==> config.mk <==
export PLATFORM = sky130hd
export DESIGN_NAME = dds_hop_ctrl
export DESIGN_NICKNAME = d
export VERILOG_FILES = /design/src/rtl/dds_hop_pkg.sv /design/src/rtl/dds_hop_lfsr.sv /design/src/rtl/dds_hop_ctrl.sv
export SDC_FILE = /design/constraint.sdc
export NUM_CORES = 1
export LEC_CHECK = 0
export CAP_MARGIN = 30
export CORE_AREA = 2 2 115 139
export CTS_BUF_LIST = sky130_fd_sc_hd__clkbuf_8
export CTS_CLUSTER_SIZE = 20
export DETAILED_ROUTE_END_ITERATION = 10
export DIE_AREA = 0 0 117 141
export HOLD_SLACK_MARGIN = 0.1
export PLACE_DENSITY_LB_ADDON = 0.08
export SLEW_MARGIN = 20
export SYNTH_ARGS = -nofsm -noshare
export SYNTH_HDL_FRONTEND = slang
export SYNTH_HIERARCHICAL = 1
export SYNTH_SLANG_ARGS = --single-unit
==> constraint.sdc <==
create_clock -name clk_100 -period 7.1 [get_ports clk_100]
set_input_delay 1.775 -clock clk_100 [delete_from_list [all_inputs] [get_ports clk_100]]
set_output_delay 1.775 -clock clk_100 [all_outputs]
set_load 0.02 [all_outputs]
==> src/rtl/dds_hop_pkg.sv <==
// Shared types and constants for the DDS frequency-hop controller.
// LFSR uses taps 6 and 5 (x^7 + x^6 + 1), which gives a maximal-length 127-state sequence.
package dds_hop_pkg;
  localparam int LFSR_W      = 7;
  localparam int TAP_HI      = 6;
  localparam int TAP_LO      = 5;
  localparam int CH_W        = 3;
  localparam int DEF_PINC_W  = 16;
  localparam int DEF_DWELL_W = 16;

  typedef enum logic [1:0] {
    IDLE  = 2'd0,
    LOAD  = 2'd1,
    SEND  = 2'd2,
    DWELL = 2'd3
  } hop_state_t;
endpackage

==> src/rtl/dds_hop_lfsr.sv <==
// 7-bit Fibonacci LFSR for the hop sequence. Load reloads the seed and takes priority over advance.
// ch_nxt previews the channel that the next advance will produce. Seed 0 is mapped to 1.
module dds_hop_lfsr
  import dds_hop_pkg::*;
(
  input  logic              clk,
  input  logic              rst,
  input  logic              load,
  input  logic              adv,
  input  logic [LFSR_W-1:0] seed,
  output logic [CH_W-1:0]   ch_nxt
);

  logic [LFSR_W-1:0] lfsr_q;
  logic [LFSR_W-1:0] lfsr_adv;

  assign lfsr_adv = {lfsr_q[LFSR_W-2:0], lfsr_q[TAP_HI] ^ lfsr_q[TAP_LO]};
  assign ch_nxt   = lfsr_adv[CH_W-1:0];

  // A zero seed would lock the register at zero, so it is replaced with 1.
  always_ff @(posedge clk) begin
    if (rst)       lfsr_q <= LFSR_W'(1);
    else if (load) lfsr_q <= (seed == '0) ? LFSR_W'(1) : seed;
    else if (adv)  lfsr_q <= lfsr_adv;
  end

endmodule

==> src/rtl/dds_hop_ctrl.sv <==
// Hop controller: offers one registered phase increment per hop to the DDS config stream.
// A hop period is dwell+2 cycles. tvalid holds in SEND until tready is seen, and only rst can drop it early.
module dds_hop_ctrl
  import dds_hop_pkg::*;
#(
  parameter int PINC_W  = DEF_PINC_W,
  parameter int DWELL_W = DEF_DWELL_W
) (
  input  logic               clk_100,
  input  logic               rst,
  input  logic               en,
  input  logic [DWELL_W-1:0] dwell,
  input  logic [PINC_W-1:0]  base_pinc,
  input  logic [PINC_W-1:0]  step_pinc,
  input  logic [LFSR_W-1:0]  lfsr_seed,
  output logic               m_axis_config_tvalid,
  output logic [PINC_W-1:0]  m_axis_config_tdata,
  input  logic               m_axis_config_tready,
  output logic               hop_strobe,
  output logic [CH_W-1:0]    ch_idx,
  output logic               busy
);

  hop_state_t         state_q, state_nxt;
  logic               lfsr_load, lfsr_adv;
  logic [CH_W-1:0]    ch_nxt;
  logic [DWELL_W-1:0] dwell_m1_q, cnt_q;
  logic [PINC_W-1:0]  base_q, step_q, tdata_q;

  dds_hop_lfsr u_lfsr (
    .clk    (clk_100),
    .rst    (rst),
    .load   (lfsr_load),
    .adv    (lfsr_adv),
    .seed   (lfsr_seed),
    .ch_nxt (ch_nxt)
  );

  always_comb begin
    state_nxt = state_q;
    lfsr_load = 1'b0;
    lfsr_adv  = 1'b0;
    case (state_q)
      IDLE: begin
        lfsr_load = 1'b1;
        if (en) state_nxt = LOAD;
      end
      LOAD: begin
        lfsr_adv  = 1'b1;
        state_nxt = SEND;
      end
      SEND:  if (m_axis_config_tready) state_nxt = DWELL;
      DWELL: if (cnt_q == '0) state_nxt = en ? LOAD : IDLE;
      default: state_nxt = IDLE;
    endcase
  end

  // The dwell is stored as dwell_eff-1 so that zero and one both give a single DWELL cycle.
  always_ff @(posedge clk_100) begin
    if (rst) begin
      state_q    <= IDLE;
      ch_idx     <= '0;
      tdata_q    <= '0;
      cnt_q      <= '0;
      dwell_m1_q <= '0;
      base_q     <= '0;
      step_q     <= '0;
    end else begin
      state_q <= state_nxt;
      case (state_q)
        IDLE: if (en) begin
          dwell_m1_q <= (dwell == '0) ? '0 : dwell - DWELL_W'(1);
          base_q     <= base_pinc;
          step_q     <= step_pinc;
        end
        LOAD: begin
          ch_idx  <= ch_nxt;
          tdata_q <= base_q + PINC_W'(ch_nxt) * step_q;
        end
        SEND:  if (m_axis_config_tready) cnt_q <= dwell_m1_q;
        DWELL: if (cnt_q != '0) cnt_q <= cnt_q - DWELL_W'(1);
        default: ;
      endcase
    end
  end

  assign m_axis_config_tvalid = (state_q == SEND);
  assign m_axis_config_tdata  = tdata_q;
  assign hop_strobe           = m_axis_config_tvalid & m_axis_config_tready;
  assign busy                 = (state_q != IDLE);

endmodule

==> results.json, run 1 <==
{
  "p_seq_share_pct": 33.2,
  "cts_buffers": 9,
  "path_cells": "clkdlybuf4s50_1, and2_1, clkdlybuf4s50_1",
  "rows": 50,
  "cts.clk_slew.worst_paths_ps": 90,
  "pre_cts_slack_ps": 2305,
  "yosysWarnings": 6,
  "hold_slack_ps": 448.2,
  "hp-start": "dwell_m1_q[11]",
  "synth.distinct_cells": 65,
  "yosysTopAreaCellShare_pct": 30.93,
  "synth_area_leaders": "dfxtp_1 31%, fa_1 9.1%, nand2_1 7.0%, a21oi_1 5.4%, ha_1 4.8%",
  "critPathSlowestCell": "clkdlybuf4s50_1",
  "critPathKind": "input pin to output pin",
  "setup_viol": 0,
  "finalSetupTns_ps": 0,
  "worst-path-buf-inv": 2,
  "fin_ws_ps": 2300,
  "die-area_mm2": 0.01650,
  "irDropWorstVdd_mv": 0.1367,
  "power_frac_comb_pct": 49.0,
  "final_common_cell": "nand2_1",
  "syn_nets": 844,
  "grt_pass1_wl_um": 22960,
  "fillCellCount": 1540,
  "fmax_mhz": 208.3,
  "multi_input_area_mm2": 0.003669,
  "ctsHoldBuffers": 0,
  "status": "finished, final reports clean",
  "syn_to_final_growth_pct": 19.00,
  "path_common_cell": "clkdlybuf4s50_1",
  "fin_nets": 903,
  "gp_congestion": 0.7715,
  "min_period_ps": 4800,
  "antenna_found_initial": 0,
  "num_vias": 5042,
  "switching_share_pct": 41.64,
  "async_flop_share_pct": 0,
  "syn_area_mm2": 0.005954,
  "grt_max_degree": 48,
  "die_y_um": 141,
  "post_cts_buffers": 0,
  "root_buffer": "clkbuf_8",
  "synth_area_per_cell_um2": 8.101,
  "avgRoutedWirePerCell_um": 13.72,
  "dr.pass1.iters": 5,
  "power.density_mw_per_mm2": 305.2,
  "routed_via_density": 5.012,
  "yosysSeqAreaShare_pct": 30.93,
  "cp_slowest_stage_delay_ps": 610,
  "cts_resized": 0,
  "yosys.area.top_type": "dfxtp_1",
  "cts_tree": "yes",
  "grt_overflow": 0,
  "worst_slew_pin_slew_ps": 770.1,
  "grt_pass1_vias": 5041,
  "drt_iter0_drc": 218,
  "cp-start-kind": "input pin",
  "ys_dominant_reg_cell": "dfxtp_1",
  "cts_sinks": 92,
  "drt-total-wl_um": 13800,
  "fp.dieW_um": 117,
  "synth_cells": 735,
  "htreeDepth": 3,
  "crit_family": "buffers and inverters",
  "maxSlewHeadroom_pct": 48.66,
  "placeableCoreArea_mm2": 0.01533,
  "drv_cap": 0,
  "seqCellArea_mm2": 0.001842,
  "port_buffers": 80,
  "end_kind": "output pin",
  "hpwl_um": 10290,
  "drive_gt1_share_pct": 5.263,
  "rsz0062_at_grt": "false",
  "hold_viol": 0,
  "clock_latency_ps": 380,
  "hold_path.class": "register to register",
  "leakage_uw": 0.002844,
  "design_power_total_uw": 2163,
  "fin_crit_sh_pct": 67.61,
  "internal_power_uw": 1262,
  "clock_power_share_pct": 17.8,
  "synth_seq_cells": 92,
  "crit_arrival_ps": 3030,
  "switchingPower_uw": 900.5,
  "cts_max_path_buffers": 2,
  "fin_cells": 1006,
  "r2r_start": "u_lfsr/lfsr_q[1]",
  "drcViolationCount": 0,
  "ant_nets": 0,
  "ios": 81,
  "synth_edf_count": 0,
  "track_usage_pct": 17.63,
  "worstPathRequired_ps": 5330,
  "final_cell_mix": "111 x nand2_1, 92 x dfxtp_1, 79 x clkdlybuf4s50_1",
  "fin_skew_ps": 3.654,
  "dp_cells": 991,
  "crit_fanout": 2,
  "initial_core_util_pct": 38.85,
  "slew_viol_final": 0,
  "antennaDiodeCount": 0,
  "critPathLaunch": "m_axis_config_tready"
}
## cell type report
| class | count | area share [%] |
|---|---|---|
| multi-input cells | 533 | 51.77 |
| clock inverters | 6 | 1.130 |
| flip-flops and latches | 92 | 25.99 |
| inverters | 72 | 3.814 |
| well taps | 208 | 3.673 |
| repair buffers | 86 | 11.87 |
| clock buffers | 9 | 1.748 |
## power by group through the flow
| stage | Sequential (uW) | Clock [uW] | Combinational [uW] |
|---|---|---|---|
| after floorplan | 728 | 0 | 782 |
| after global placement | 726 | 0 | 1050 |
| after detailed placement | 731 | 0 | 1070 |
| after CTS | 719 | 401 | 1080 |
| after global routing | 735 | 419 | 1200 |
| final | 718 | 386 | 1060 |
## cell usage after synthesis (3+ instances only)
library cell    n
o21ai_1        26
fa_1           27
a211oi_1        9
clkbuf_1       28
xnor2_1        12
xor2_1         10
o21ai_0        16
o32ai_1         3
o211ai_1        4
a21boi_0        4
o21a_1          3
and2_1         39
mux2_4          5
o31a_1          3
inv_1          72
ha_1           23
a31oi_1         4
nor3_1         12
nand2b_1        8
a21o_1          8
mux2i_1        16
and3_1          7
buf_4           6
dfxtp_1        92
nand2_1       111
nand3_1        10
a21oi_1        64
nor2_1         45
or4_1           3
nor2b_1        16
o22ai_1         5
## worst reg2reg max path, delay by kind of cell (launching register included)
kind | cells | cell delay [ps]
fa+ha+maj | 3 | 1540
compound gates | 5 | 1260
flops | 1 | 680
simple gates | 1 | 170
buf+inv | 1 | 70
## logic make-up after synthesis
kind of cell / synth area share (%)
XOR/XNOR: 3.614
AO/OA/AOI/OAI: 17.13
adder cells (fa/ha/maj): 13.91
multiplexers: 4.329
AND/OR/NAND/NOR: 22.63
flip-flops: 30.93
buffers and inverters: 7.459
## registers in the layout (all words and copies together), names as in the netlist
name and cells:
m_axis_config_tdata 16, base_q 16, state_q 2, u_lfsr/lfsr_q 7, ch_idx 3, cnt_q 16, dwell_m1_q 16, step_q 16
## final timing paths
check,end,slack (ps),cells past startpoint
min,dwell_m1_q[11],450,2
min reg2reg,dwell_m1_q[11],450,2
max,hop_strobe,2300,3
max reg2reg,m_axis_config_tdata[15],3310,10
## per-stage QoR
step                util [%]  area [um2]
floorplan                  -        5954
CTS                    46.23        7086
global placement       44.90        6882
global route           46.23        7086
detailed placement     44.90        6882
finish                 46.23        7086
## metal layers
layer / vias to the layer above / routed length (um) / part of all wire, % / GRT usage (%)
met2: 76 / 7229 / 52 / 32.25
met4: 0 / 378 / 2.7 / 8.607
li1: 2565 / - / - / -
met5: - / 0 / 0 / 0
met3: 27 / 352 / 2.5 / 2.580
met1: 2374 / 5844 / 42 / 19.54
Note: power is estimated with default switching activity, not from simulation.
==> run 2, diff against run 1 <==
Clock period 7.1 ns to 4.5 ns, I/O delays scaled along.
==> run 2 against run 1 <==
Via count shrank 0.79%. Clock power is 70% higher. Power grew 60%. Setup slack worse by 1500 ps. Global-route usage increased by 0.51 points. Clock-buffer cell count is the same. Critical endpoint is now m_axis_config_tdata[15]. Largest cell class unchanged. Largest power group unchanged.
==> results.json, run 2 (synthesis results as in run 1) <==
{
  "cp-start-kind": "register",
  "antennaDiodeCount": 0,
  "pre_cts_slack_ps": 830.8,
  "final_common_cell": "nand2_1",
  "cts_max_path_buffers": 2,
  "crit_arrival_ps": 3970,
  "die-area_mm2": 0.01650,
  "drcViolationCount": 0,
  "fin_nets": 905,
  "rsz0062_at_grt": "false",
  "track_usage_pct": 18.14,
  "cts_tree": "yes",
  "grt_overflow": 0,
  "end_kind": "register",
  "min_period_ps": 3652,
  "drive_gt1_share_pct": 5.618,
  "crit_fanout": 18,
  "htreeDepth": 3,
  "port_buffers": 80,
  "placeableCoreArea_mm2": 0.01533,
  "drt-total-wl_um": 14070,
  "ctsHoldBuffers": 0,
  "grt_pass1_wl_um": 23560,
  "hold_viol": 0,
  "num_vias": 5002,
  "grt_max_degree": 48,
  "clock_latency_ps": 390,
  "fmax_mhz": 273.8,
  "drv_cap": 0,
  "cts.clk_slew.worst_paths_ps": 100,
  "drt_iter0_drc": 242,
  "ios": 81,
  "rows": 50,
  "fillCellCount": 1585,
  "antenna_found_initial": 0,
  "fp.dieW_um": 117,
  "leakage_uw": 0.002862,
  "power.density_mw_per_mm2": 486.2,
  "hpwl_um": 10920,
  "status": "finished, final reports clean",
  "hold_path.class": "register to register",
  "die_y_um": 141,
  "finalSetupTns_ps": 0,
  "worst_slew_pin_slew_ps": 733.7,
  "critPathKind": "register to register",
  "post_cts_buffers": 0,
  "ff2ff_path_depth": 10,
  "maxSlewHeadroom_pct": 50.93,
  "slew_viol_final": 0,
  "fin_crit_sh_pct": 81.15,
  "grt_pass1_vias": 5049,
  "hold_slack_ps": 456.3,
  "worstPathRequired_ps": 4820,
  "irDropWorstVdd_mv": 0.2718,
  "final_cell_mix": "111 x nand2_1, 92 x dfxtp_1, 79 x clkdlybuf4s50_1",
  "setup_viol": 0,
  "cts_sinks": 92,
  "syn_to_final_growth_pct": 19.69,
  "initial_core_util_pct": 38.85,
  "dr.pass1.iters": 4,
  "avgRoutedWirePerCell_um": 13.95,
  "holdPathStages": 2,
  "routed_via_density": 4.957,
  "root_buffer": "clkbuf_8",
  "fin_ws_ps": 848.2,
  "fin_skew_ps": 15.58,
  "gp_congestion": 0.7885,
  "cts_resized": 0,
  "ant_nets": 0,
  "cts_buffers": 9
}
run 2: cell types whose count changed in the layout (fill, tap and decap cells not counted):
cell / delta
clkinv_4: +1
clkinv_2: -4
inv_8: +1
inv_6: +3
buf_4: +2
run 2: layout make-up:
class	count	area (um2)	area share, %
clock buffers	9	123.9	1.738
well taps	208	260.3	3.652
repair buffers	88	855.8	12.01
multi-input cells	533	3669	51.47
inverters	72	270.3	3.792
flip-flops and latches	92	1842	25.84
clock inverters	7	106.4	1.492
run 2: metal layers:
layer / share of wire (%) / global-route usage, %
met4: 2.4 / 7.183
met1: 41 / 19.99
met3: 3.1 / 2.837
met2: 54 / 34.01
met5: 0 / 0
run 2: worst paths after layout:
kind              slack, ps              from                 endpoint
setup / recovery        850  u_lfsr/lfsr_q[0]  m_axis_config_tdata[15]
hold / removal          460    dwell_m1_q[13]           dwell_m1_q[13]
setup reg to reg        850  u_lfsr/lfsr_q[0]  m_axis_config_tdata[15]
hold reg to reg         460    dwell_m1_q[13]           dwell_m1_q[13]
run 2: report_power, final:
group	total, uW	switching, uW	internal, uW
logic	1680	981	700
registers	1130	139	989
clock network	655	332	324
total	3460	1450	2010
run 2: critical path, stage by stage (launching register included):
cell	delay (ps)
dfxtp_1	650
nand2_1	140
fa_1	500
fa_1	520
inv_1	70
fa_1	480
a211oi_1	320
o21ai_0	190
a21o_1	250
a2111o_1	370
o211ai_1	90
run 2: through the flow:
step / total power [uW] / std cells / area (um2) / utilization, %
4_1_cts: 3520 / 1009 / 7127 / 46.50
6_report: 3465 / 1009 / 7127 / 46.50
2_1_floorplan: 2383 / 735 / 5954 / -
5_1_grt: 3765 / 1009 / 7127 / 46.50
3_5_place_dp: 2853 / 993 / 6897 / 45.00
3_3_place_gp: 2828 / 993 / 6897 / 45.00
